**src/rtl/messbauer_sync_decoder.sv**
```systemverilog
// messbauer_sync_decoder
//   Receive side of the Mossbauer start/channel link. The asynchronous start
//   and channel lines and the detector event line are synchronized. The
//   channel index is recovered from the channel boundaries, and detector
//   events are counted per channel. One {channel, count} record per channel
//   is sent downstream over a valid/ready handshake.
//
//   Optional build macro: MESSBAUER_DECODER_TIMEOUT_EN
//     Defined   : a watchdog aborts a frame when channel boundaries stall.
//     Undefined : there is no watchdog, and timeout_err is tied low.
//
// Ports
//   aclk, areset          clock; asynchronous active-high reset
//   start                 frame marker, active low (asynchronous)
//   channel               channel boundary line (asynchronous)
//   event_in              detector pulse; each rising edge is one event
//   rec_ready             downstream accepts the current record
//   err_clear             pulse that clears the sticky error flags
//   rec_valid/rec_channel/rec_count   record output
//   frame_active          high while acquiring a frame
//   frame_done            one-cycle pulse at the end of a complete frame
//   channel_index         channel currently being counted
//   frame_count           number of completed frames (wraps)
//   start_err, frame_err, overrun_err, timeout_err   sticky error flags
module messbauer_sync_decoder #(
  parameter int CHANNEL_NUMBER     = 512,
  parameter int START_MIN_DURATION = 40,
  parameter int CHANNEL_TYPE       = 2,
  parameter int COUNT_WIDTH        = 16,
  parameter int CHANNEL_TIMEOUT    = 6400
) (
  input  logic                   aclk,
  input  logic                   areset,
  input  logic                   start,
  input  logic                   channel,
  input  logic                   event_in,
  input  logic                   rec_ready,
  input  logic                   err_clear,
  output logic                   rec_valid,
  output logic [11:0]            rec_channel,
  output logic [COUNT_WIDTH-1:0] rec_count,
  output logic                   frame_active,
  output logic                   frame_done,
  output logic [11:0]            channel_index,
  output logic [15:0]            frame_count,
  output logic                   start_err,
  output logic                   frame_err,
  output logic                   overrun_err,
  output logic                   timeout_err
);

  localparam int                   LOW_W   = $clog2(START_MIN_DURATION + 2);
  localparam logic [LOW_W-1:0]     LOW_SAT = LOW_W'(START_MIN_DURATION);
  localparam logic [11:0]          LAST_CH = 12'(CHANNEL_NUMBER - 1);
  localparam logic [COUNT_WIDTH-1:0] CNT_MAX = {COUNT_WIDTH{1'b1}};
  localparam logic [COUNT_WIDTH-1:0] CNT_ONE = {{(COUNT_WIDTH-1){1'b0}}, 1'b1};

  typedef enum logic [1:0] {
    IDLE      = 2'd0,
    START_LOW = 2'd1,
    ACQUIRE   = 2'd2
  } state_t;

  state_t state_r, next_state_s;

  logic start_meta_r, start_sync_r, start_prev_r;
  logic chan_meta_r,  chan_sync_r,  chan_prev_r;
  logic ev_meta_r,    ev_sync_r,    ev_prev_r;

  logic start_fall_s, start_rise_s, chan_rise_s, chan_fall_s, ev_rise_s, bound_edge_s;

  logic [LOW_W-1:0]       low_cnt_r, low_cnt_nx_s;
  logic [11:0]            chan_idx_r, chan_nx_s;
  logic [COUNT_WIDTH-1:0] cnt_r, cnt_nx_s, cnt_inc_s, rec_cnt_s;
  logic                   skip_r, skip_nx_s;
  logic                   rec_load_s, done_s, start_err_set_s, frame_err_set_s, overrun_set_s;
  logic                   wd_hit_s;

  logic                   rec_valid_r, frame_active_r, frame_done_r;
  logic [11:0]            rec_channel_r;
  logic [COUNT_WIDTH-1:0] rec_count_r;
  logic [15:0]            frame_count_r;
  logic                   start_err_r, frame_err_r, overrun_err_r;

  // Two-FF synchronizers plus one edge register per asynchronous input.
  // start and channel idle high, and event_in idles low.
  always_ff @(posedge aclk or posedge areset) begin
    if (areset) begin
      start_meta_r <= 1'b1; start_sync_r <= 1'b1; start_prev_r <= 1'b1;
      chan_meta_r  <= 1'b1; chan_sync_r  <= 1'b1; chan_prev_r  <= 1'b1;
      ev_meta_r    <= 1'b0; ev_sync_r    <= 1'b0; ev_prev_r    <= 1'b0;
    end else begin
      start_meta_r <= start;    start_sync_r <= start_meta_r; start_prev_r <= start_sync_r;
      chan_meta_r  <= channel;  chan_sync_r  <= chan_meta_r;  chan_prev_r  <= chan_sync_r;
      ev_meta_r    <= event_in; ev_sync_r    <= ev_meta_r;    ev_prev_r    <= ev_sync_r;
    end
  end

  assign start_fall_s = start_prev_r & ~start_sync_r;
  assign start_rise_s = ~start_prev_r & start_sync_r;
  assign chan_rise_s  = ~chan_prev_r & chan_sync_r;
  assign chan_fall_s  = chan_prev_r & ~chan_sync_r;
  assign ev_rise_s    = ~ev_prev_r & ev_sync_r;
  assign bound_edge_s = (CHANNEL_TYPE == 1) ? chan_fall_s : chan_rise_s;

  // An event that lands on the boundary cycle is folded into this value, so
  // it counts in the channel that is closing.
  assign cnt_inc_s = (ev_rise_s && (cnt_r != CNT_MAX)) ? (cnt_r + CNT_ONE) : cnt_r;

`ifdef MESSBAUER_DECODER_TIMEOUT_EN
  localparam int               WD_W     = $clog2(CHANNEL_TIMEOUT + 1);
  localparam logic [WD_W-1:0]  WD_LIMIT = WD_W'(CHANNEL_TIMEOUT - 1);
  localparam logic [WD_W-1:0]  WD_ONE   = {{(WD_W-1){1'b0}}, 1'b1};
  logic [WD_W-1:0] wd_cnt_r;
  logic            timeout_err_r, to_set_s;

  assign wd_hit_s = (state_r == ACQUIRE) && (wd_cnt_r >= WD_LIMIT);
  // The abort fires only when no start edge and no boundary pre-empts it in
  // that cycle. This mirrors the priority used by the FSM.
  assign to_set_s = wd_hit_s && !start_fall_s && !bound_edge_s;

  // Watchdog: counts cycles spent in ACQUIRE and restarts on every boundary.
  always_ff @(posedge aclk or posedge areset) begin
    if (areset) begin
      wd_cnt_r      <= {WD_W{1'b0}};
      timeout_err_r <= 1'b0;
    end else begin
      if ((state_r == ACQUIRE) && (next_state_s == ACQUIRE) && !bound_edge_s) begin
        wd_cnt_r <= wd_cnt_r + WD_ONE;
      end else begin
        wd_cnt_r <= {WD_W{1'b0}};
      end
      timeout_err_r <= to_set_s | (timeout_err_r & ~err_clear);
    end
  end

  assign timeout_err = timeout_err_r;
`else
  assign wd_hit_s    = 1'b0;
  assign timeout_err = 1'b0;
`endif

  // FSM state register.
  always_ff @(posedge aclk or posedge areset) begin
    if (areset) begin
      state_r <= IDLE;
    end else begin
      state_r <= next_state_s;
    end
  end

  // Next-state logic plus the next values for the frame datapath.
  always_comb begin
    next_state_s    = state_r;
    low_cnt_nx_s    = low_cnt_r;
    chan_nx_s       = chan_idx_r;
    cnt_nx_s        = cnt_r;
    skip_nx_s       = skip_r;
    rec_load_s      = 1'b0;
    rec_cnt_s       = cnt_inc_s;
    done_s          = 1'b0;
    start_err_set_s = 1'b0;
    frame_err_set_s = 1'b0;
    case (state_r)
      IDLE: begin
        if (start_fall_s) begin
          next_state_s = START_LOW;
          low_cnt_nx_s = {LOW_W{1'b0}};
        end else begin
          next_state_s = IDLE;
        end
      end
      START_LOW: begin
        if (start_rise_s) begin
          if (low_cnt_r >= LOW_SAT) begin
            next_state_s = ACQUIRE;
            chan_nx_s    = 12'd0;
            cnt_nx_s     = {COUNT_WIDTH{1'b0}};
            // In sync mode the first boundary only opens channel 0.
            skip_nx_s    = (CHANNEL_TYPE == 1);
          end else begin
            start_err_set_s = 1'b1;
            next_state_s    = IDLE;
          end
        end else if (low_cnt_r != LOW_SAT) begin
          low_cnt_nx_s = low_cnt_r + {{(LOW_W-1){1'b0}}, 1'b1};
        end else begin
          low_cnt_nx_s = low_cnt_r;
        end
      end
      ACQUIRE: begin
        if (start_fall_s) begin
          // A new start during a frame aborts the frame, and the partial
          // channel is discarded.
          frame_err_set_s = 1'b1;
          next_state_s    = START_LOW;
          low_cnt_nx_s    = {LOW_W{1'b0}};
          chan_nx_s       = 12'd0;
          cnt_nx_s        = {COUNT_WIDTH{1'b0}};
        end else if (bound_edge_s) begin
          cnt_nx_s = {COUNT_WIDTH{1'b0}};
          if (skip_r) begin
            skip_nx_s = 1'b0;
          end else if (chan_idx_r == LAST_CH) begin
            rec_load_s   = 1'b1;
            done_s       = 1'b1;
            chan_nx_s    = 12'd0;
            next_state_s = IDLE;
          end else begin
            rec_load_s = 1'b1;
            chan_nx_s  = chan_idx_r + 12'd1;
          end
        end else if (wd_hit_s) begin
          next_state_s = IDLE;
          chan_nx_s    = 12'd0;
          cnt_nx_s     = {COUNT_WIDTH{1'b0}};
        end else begin
          cnt_nx_s = cnt_inc_s;
        end
      end
      default: begin
        next_state_s = IDLE;
      end
    endcase
  end

  assign overrun_set_s = rec_load_s & rec_valid_r & ~rec_ready;

  // Frame datapath, status outputs and sticky error flags. A flag that is
  // set in the same cycle as err_clear stays set.
  always_ff @(posedge aclk or posedge areset) begin
    if (areset) begin
      low_cnt_r      <= {LOW_W{1'b0}};
      chan_idx_r     <= 12'd0;
      cnt_r          <= {COUNT_WIDTH{1'b0}};
      skip_r         <= 1'b0;
      frame_active_r <= 1'b0;
      frame_done_r   <= 1'b0;
      frame_count_r  <= 16'd0;
      start_err_r    <= 1'b0;
      frame_err_r    <= 1'b0;
      overrun_err_r  <= 1'b0;
    end else begin
      low_cnt_r      <= low_cnt_nx_s;
      chan_idx_r     <= chan_nx_s;
      cnt_r          <= cnt_nx_s;
      skip_r         <= skip_nx_s;
      frame_active_r <= (next_state_s == ACQUIRE);
      frame_done_r   <= done_s;
      frame_count_r  <= done_s ? (frame_count_r + 16'd1) : frame_count_r;
      start_err_r    <= start_err_set_s | (start_err_r & ~err_clear);
      frame_err_r    <= frame_err_set_s | (frame_err_r & ~err_clear);
      overrun_err_r  <= overrun_set_s | (overrun_err_r & ~err_clear);
    end
  end

  // Record register. A held, unaccepted record is never overwritten.
  always_ff @(posedge aclk or posedge areset) begin
    if (areset) begin
      rec_valid_r   <= 1'b0;
      rec_channel_r <= 12'd0;
      rec_count_r   <= {COUNT_WIDTH{1'b0}};
    end else if (rec_load_s && (!rec_valid_r || rec_ready)) begin
      rec_valid_r   <= 1'b1;
      rec_channel_r <= chan_idx_r;
      rec_count_r   <= rec_cnt_s;
    end else if (rec_valid_r && rec_ready) begin
      rec_valid_r   <= 1'b0;
    end else begin
      rec_valid_r   <= rec_valid_r;
    end
  end

  assign rec_valid     = rec_valid_r;
  assign rec_channel   = rec_channel_r;
  assign rec_count     = rec_count_r;
  assign frame_active  = frame_active_r;
  assign frame_done    = frame_done_r;
  assign channel_index = chan_idx_r;
  assign frame_count   = frame_count_r;
  assign start_err     = start_err_r;
  assign frame_err     = frame_err_r;
  assign overrun_err   = overrun_err_r;

endmodule
```
**config.mk**
```make
export PLATFORM = sky130hd
export DESIGN_NAME = messbauer_sync_decoder
export DESIGN_NICKNAME = d
export VERILOG_FILES = /design/src/rtl/messbauer_sync_decoder.sv
export SDC_FILE = /design/constraint.sdc
export NUM_CORES = 1
export LEC_CHECK = 0
export CAP_MARGIN = 20
export CORE_MARGIN = 2
export CORE_UTILIZATION = 40
export DETAILED_ROUTE_END_ITERATION = 8
export GPL_ROUTABILITY_DRIVEN = 1
export HOLD_SLACK_MARGIN = 0.06
export PLACE_DENSITY = 0.7
export SYNTH_ARGS = -nofsm -noshare
export SYNTH_HDL_FRONTEND = slang
export SYNTH_SLANG_ARGS = --single-unit
```
**constraint.sdc**
```tcl
create_clock -name aclk -period 4.4 [get_ports aclk]
set_input_delay 0.88 -clock aclk [delete_from_list [all_inputs] [get_ports aclk]]
set_output_delay 0.88 -clock aclk [all_outputs]
set_load 0.02 [all_outputs]
```
==> results by group, run 1 <==
Worst setup path
  • Critical Path Fanout Max: 25
  • CP required: roughly 4.7 ns
  • Worst EP arrival: 3.19 ns
  • R2R depth: 6
  • Reg2reg end: rec_count[1]
  • Crit end category: register
  • Crit Path Class: reg -> reg
  • Worst setup SP type: register
  • Flop-to-flop setup slack: 1.48 ns
  • R2R Path Start: state_r[0]

Min path
  • Hold Path End: start_sync_r
  • Hold Path Class: reg -> reg
  • Hold path startpoint: start_meta_r
  • Worst hold path depth: 0

Logic synthesis
  • Main synth FF type: dfrtp_1
  • Asr flop ratio synth: between 90% and 100%
  • Synth top cells by count: dfrtp_1 (89), nand2_1 (42), nor2_1 (40)
  • Cells after Synth: roughly 440
  • Syn Nets: roughly 450
  • Most frequent cell after synthesis: dfrtp_1
  • Post-synthesis register bit count: 95
  • Mean Syn Cell Area: roughly 10 um2
  • Synth area leaders: dfrtp_1 (50%), dfstp_2 (3.6%), nand2_1 (3.6%), xor2_1 (3.6%), nor2_1 (3.4%)
  • EDFF count, synth: 0
  • Post-synthesis cell type count: between 50 and 60
  • Share of the synthesized area in the top cell type: approximately half
  • Post-Syn Area: between 0.004 and 0.005 mm2
  • Register area share after synthesis: 53.9%
  • Post-synth top area cell: dfrtp_1
  • Yosys warning count: 0

STA
  • Finish-stage setup viols: 0
  • RSZ-0062 raised after global routing: no
  • Clock Skews: around 0.0093 ns
  • Hold Fails Final Rpt: 0
  • Fin. max-slew vios: 0
  • Final min period: 2.92 ns
  • Least-Margin Pin Slew: roughly 1.0 ns
  • Post-route setup slack: 1.48 ns
  • F_max: 0.342 GHz
  • Sum Neg Setup Slack: 0 ns
  • Part of the cycle the worst path needs: roughly two thirds
  • Slew HR: about 31%
  • Worst hold slack: between 0.3 and 0.4 ns

Drt
  • DRT iter0 DRCs: 195
  • Via count: roughly 3.5k
  • WL met1: about 4.5 mm
  • Vias per cell: between 5 and 6
  • DRT Wirelength: ~9.6 mm
  • # DRC: 0
  • Pre-antenna DRT Iters: 4
  • Routed wire length per instance: roughly 15 um
  • Highest Signal Layer: met4
  • Metal3 WL: ~540 um
  • Met2 WL: roughly 4.5 mm
  • Post-DRT Antenna Nets: 0

Floorplan
  • Die width: 109 um
  • Die area: 0.0119 mm2
  • Row cnt: 38
  • Initial core utilization: between 40 and 50%
  • Die Height: 109 um
  • I/O pin count: 70
  • Core area: around 0.011 mm2

Clocking
  • Clock Root Buffer: clkbuf_8
  • Reg clk slew, reported paths: 0.09 ns
  • Post-CTS Setup Inserts: 0
  • Post_cts resized: 0
  • Sinks on Clock Net: between 90 and 100
  • TritonCTS buffer count: 9
  • Clock Latency Late Sink: around 0.35 ns
  • Hold Buf Count CTS: 0
  • CTS H-tree depth: 3
  • Worst-case clock buffer depth: 2
  • TritonCTS clock tree: done

GRT
  • Vias in the first global route: between 3k and 4k
  • Congestion Overflow GR: 0
  • Gr usage total: between 15 and 20%
  • First-pass GRT wire length: ~17 mm
  • Largest net degree at the start of global routing: around 50
  • Initial antenna violation count: 0

Place
  • Routability cong.: ~0.83
  • Post-detail-place hpwl: between 6 and 7 mm
  • Port bufs: about 70
  • Pre-CTS setup slack: about 1.4 ns

Power
  • LEAKAGE: between 0.002 and 0.0025 uW
  • Power per cell area: 287 mW/mm2
  • VDD IR-drop max: about 170 uV

Final layout
  • Fraction of layout cells with a size suffix above 1: a little under a tenth
  • Number of diodes: 0
  • Synthesis-to-layout area growth: 22.9%
  • Fillers: approximately 1.0k
  • Finished Core Util: approximately half
  • Final #Nets: slightly above 500

Outcome
  • Status: completed

Job
  • Max cap viols: 0
[critical path, stage by stage (launching register included)]
cell	delay, ns
dfrtp_1	0.46
nand2b_1	0.25
nor3_1	0.64
and2_1	0.92
buf_4	0.37
nor2_1	0.06
a31oi_1	0.15
[state kept, by name, summed over array words and instances, names as in the netlist]
signal and count:
rec_channel 12, ev_prev_r 1, chan_prev_r 1, start_err 1, frame_count 16, start_meta_r 1
frame_done 1, start_prev_r 1, overrun_err 1, ev_meta_r 1, low_cnt_r 6, rec_count 16
frame_err 1, chan_sync_r 1, cnt_r 16, rec_valid 1, channel_index 12, start_sync_r 1
state_r 2, frame_active 1, chan_meta_r 1, ev_sync_r 1
[layer usage]
| layer | vias to the layer above | global-route usage, % |
|---|---|---|
| li1 | 1674 | - |
| met1 | 1698 | 23.8 |
| met2 | 100 | 28.0 |
| met3 | 11 | 4.84 |
| met4 | 0 | 4.25 |
| met5 | - | 0 |
[power breakdown]
group | internal, uW | switching, uW
Combinational | 30.2 | 50.8
Clock | 263 | 299
Sequential | 894 | 23.3
[placed cells by master, fill, tap and decap left out, types with 4 or more instances in the layout]
cell type and n:
a21oi_1 22, a31oi_1 11, buf_4 4, clkbuf_8 9, clkdlybuf4s50_1 68, dfrtp_1 89
dfstp_2 6, ha_1 5, inv_1 14, mux2_2 13, nand2_1 42, nand2b_1 9
nand3_1 24, nand4_1 7, nor2_1 40, nor2b_1 6, nor3_1 6, nor4_1 7
o211ai_1 5, o21ai_0 27, o22ai_1 5, or3_1 4, xnor2_1 13, xor2_1 18
[layout make-up]
class	instances	area [um2]	area share [%]
repair buffers	72	711	13.1
well taps	140	175	3.22
clock inverters	5	58.8	1.08
multi-input cells	309	1920	35.3
clock buffers	11	131	2.41
flip-flops and latches	95	2380	43.8
inverters	15	57.6	1.06
[worst max path at each step]
stage	endpoint	from	slack (ns)
2_1_floorplan	channel_index[0]	areset	1.05
3_3_place_gp	rec_count[3]	rec_ready	1.43
3_5_place_dp	rec_count[1]	rec_ready	1.39
4_1_cts	rec_count[1]	state_r[0]	1.41
5_1_grt	rec_count[4]	state_r[0]	1.19
6_report	rec_count[1]	state_r[0]	1.48
[stage by stage]
step / power, uW / area (um2) / instances
floorplan: 986 / 4430 / 435
global placement: 1010 / 5250 / 631
detailed placement: 1020 / 5250 / 631
CTS: 1580 / 5440 / 647
global route: 1640 / 5440 / 647
finish: 1560 / 5440 / 647
[cells by family (layout without fill, tap and decap cells)]
family / after synthesis / count (layout) / share of synthesized area [%]
adder cells (fa/ha/maj): 5 / 5 / 1.41
multiplexers: 14 / 14 / 3.53
other: 1 / 1 / 0.0847
XOR/XNOR: 31 / 31 / 6.14
flip-flops: 95 / 95 / 53.9
AND/OR/NAND/NOR: 164 / 164 / 19.0
AO/OA/AOI/OAI: 94 / 94 / 13.1
buffers and inverters: 31 / 103 / 2.80
Power figures use the tool's default switching activity.
==> run 2: changes to the inputs <==
- PLACE_DENSITY: 0.7 -> 0.73
- clock period: 4.4 -> 2.5 ns (I/O delays scaled with it)
==> run 2 against run 1 <==
Register-to-register slack worse by 1.3 ns. Combinational power up 79%. Highest routed layer unchanged. Largest power group unchanged. Clock power up 99%. Largest cell class unchanged.
==> results by group, run 2 (synthesized netlist as in run 1, its figures left out) <==
Outcome
  • Status: completed

Clocking
  • Sinks on Clock Net: 95 (unchanged)
  • Hold Buf Count CTS: 0 (unchanged)
  • Clock Root Buffer: clkbuf_8
  • Reg clk slew, reported paths: 0.10 ns (about the same)
  • CTS H-tree depth: 3 (unchanged)
  • Worst-case clock buffer depth: 2 (unchanged)
  • Clock Latency Late Sink: 0.37 ns (+0.02 ns)
  • TritonCTS clock tree: done
  • TritonCTS buffer count: 9 (unchanged)

Min path
  • Hold path startpoint: ev_meta_r
  • Worst hold path depth: 0 (unchanged)
  • Hold Path Class: reg -> reg
  • Hold Path End: ev_sync_r

Place
  • Port bufs: 68 (unchanged)
  • Pre-CTS setup slack: 0.153 ns (-1.24 ns)
  • Post-detail-place hpwl: 6.61 mm (-1.9%)
  • Routability cong.: 0.808 (-2.7%)

GRT
  • Initial antenna violation count: 0 (unchanged)
  • Gr usage total: 16.9% (-0.67 points)
  • First-pass GRT wire length: 15.8 mm (-5.2%)
  • Vias in the first global route: 3,363 (-2.9%)
  • Largest net degree at the start of global routing: 96 (+96%)
  • Congestion Overflow GR: 0 (unchanged)

Drt
  • Routed wire length per instance: 14.6 um (-1.8%)
  • # DRC: 0 (unchanged)
  • Via count: 3,529 (+1.3%)
  • DRT Wirelength: 9.60 mm (-0.40%)
  • DRT iter0 DRCs: 153 (-22%)
  • Pre-antenna DRT Iters: 5 (+1)
  • Vias per cell: 5.38 (about the same)
  • Post-DRT Antenna Nets: 0 (unchanged)

Floorplan
  • Die area: 0.0119 mm2 (unchanged)
  • I/O pin count: 70 (unchanged)
  • Initial core utilization: 40.8% (unchanged)
  • Die Height: 109 um (unchanged)
  • Core area: 0.0108 mm2 (unchanged)
  • Row cnt: 38 (unchanged)
  • Die width: 109 um (unchanged)

Worst setup path
  • Reg2reg end: rec_count[7]
  • Worst EP arrival: 2.54 ns (-0.65 ns)
  • R2R depth: 6 (unchanged)
  • Flop-to-flop setup slack: 0.21 ns (-1.27 ns)
  • CP required: 2.74 ns (-1.93 ns)
  • CP startpoint: cnt_r[0]
  • Crit Path Class: reg -> reg
  • Critical Path Fanout Max: 7 (-72%)
  • Worst setup SP type: register
  • Crit end category: register
  • R2R Path Start: cnt_r[0]

STA
  • Slew HR: 65.6% (+35 points)
  • Post-route setup slack: 0.205 ns (-1.27 ns)
  • Least-Margin Pin Slew: 0.512 ns (-0.525 ns)
  • Finish-stage setup viols: 0 (unchanged)
  • Hold Fails Final Rpt: 0 (unchanged)
  • F_max: 0.436 GHz (+27%)
  • Final min period: 2.29 ns (-0.629 ns)
  • RSZ-0062 raised after global routing: no
  • Clock Skews: 0.0181 ns (+0.00874 ns)
  • Part of the cycle the worst path needs: 91.8% (+25 points)
  • Fin. max-slew vios: 0 (unchanged)
  • Sum Neg Setup Slack: 0 ns (unchanged)

Final layout
  • Commonest non-fill, non-tap cell in the layout: dfrtp_1
  • Most frequent cells in the layout: dfrtp_1 (89), clkdlybuf4s50_1 (68), nand2_1 (42), nor2_1 (40), o21ai_0 (27)
  • Number of diodes: 0 (unchanged)
  • Final #Nets: 524 (+1.9%)
  • Fraction of layout cells with a size suffix above 1: 11.4% (+2.2 points)
  • Synthesis-to-layout area growth: 25.7%

Power
  • Power per cell area: 518 mW/mm2 (+80%)
  • VDD IR-drop max: 238 uV (+44%)
  • LEAKAGE: 0.00239 uW (+3.2%)

Job
  • Max cap viols: 0 (unchanged)
-- run 2: cell type report --
type | instances | area, um2
Clock buffer | 9 | 124
Clock inverter | 6 | 91.3
Fill cell | 1009 | 5280
Inverter | 15 | 60.1
Multi-Input combinational cell | 309 | 1930
Sequential cell | 95 | 2380
Tap cell | 140 | 175
Timing Repair Buffer | 82 | 798
-- run 2: worst max-delay path by stage --
stage	end	slack [ns]	cells after the start
after global placement	cnt_r[0]	0.24	6
final	rec_count[7]	0.21	6
after CTS	cnt_r[0]	0.14	6
after detailed placement	cnt_r[0]	0.15	6
after global routing	rec_count[7]	0.08	6
after floorplan	frame_count[15]	0.30	5
-- run 2: metal layers --
metal  track usage, %  vias up  wire [um]
li1                 -     1700          -
met5                0        -          0
met1             22.4     1715       4340
met3             5.44       15        642
met4             4.52        0        106
met2             26.7       99       4510
-- run 2: repair_timing --
item / 4_1_cts / 5_1_grt
endpoints found under the setup margin: 0 / 4
resized for setup: 0 / 1
setup buffers: 0 / 0
-- run 2: worst max-delay path: stages, from the launching register on --
cell      delay [ns]
dfrtp_1         0.44
ha_1            0.22
nand3_1         0.22
or4_1           0.67
o211ai_1        0.31
xor2_1          0.23
a21oi_1         0.10
-- run 2: power by group --
part	switching [uW]	internal (uW)
clock	552	567
sequential	41.2	1570
combinational	89.8	55.5
total	683	2200
-- run 2: per-stage QoR --
step                instances  util, %  area (um2)  power [uW]  hold WS, ns
detailed placement        641     49.3        5340        1800        0.346
global placement          641     49.3        5340        1780        0.339
CTS                       656     51.2        5560        2910        0.352
global route              656     51.3        5560        3000        0.347
floorplan                 435        -        4430        1740        0.331
finish                    656     51.3        5560        2880        0.350
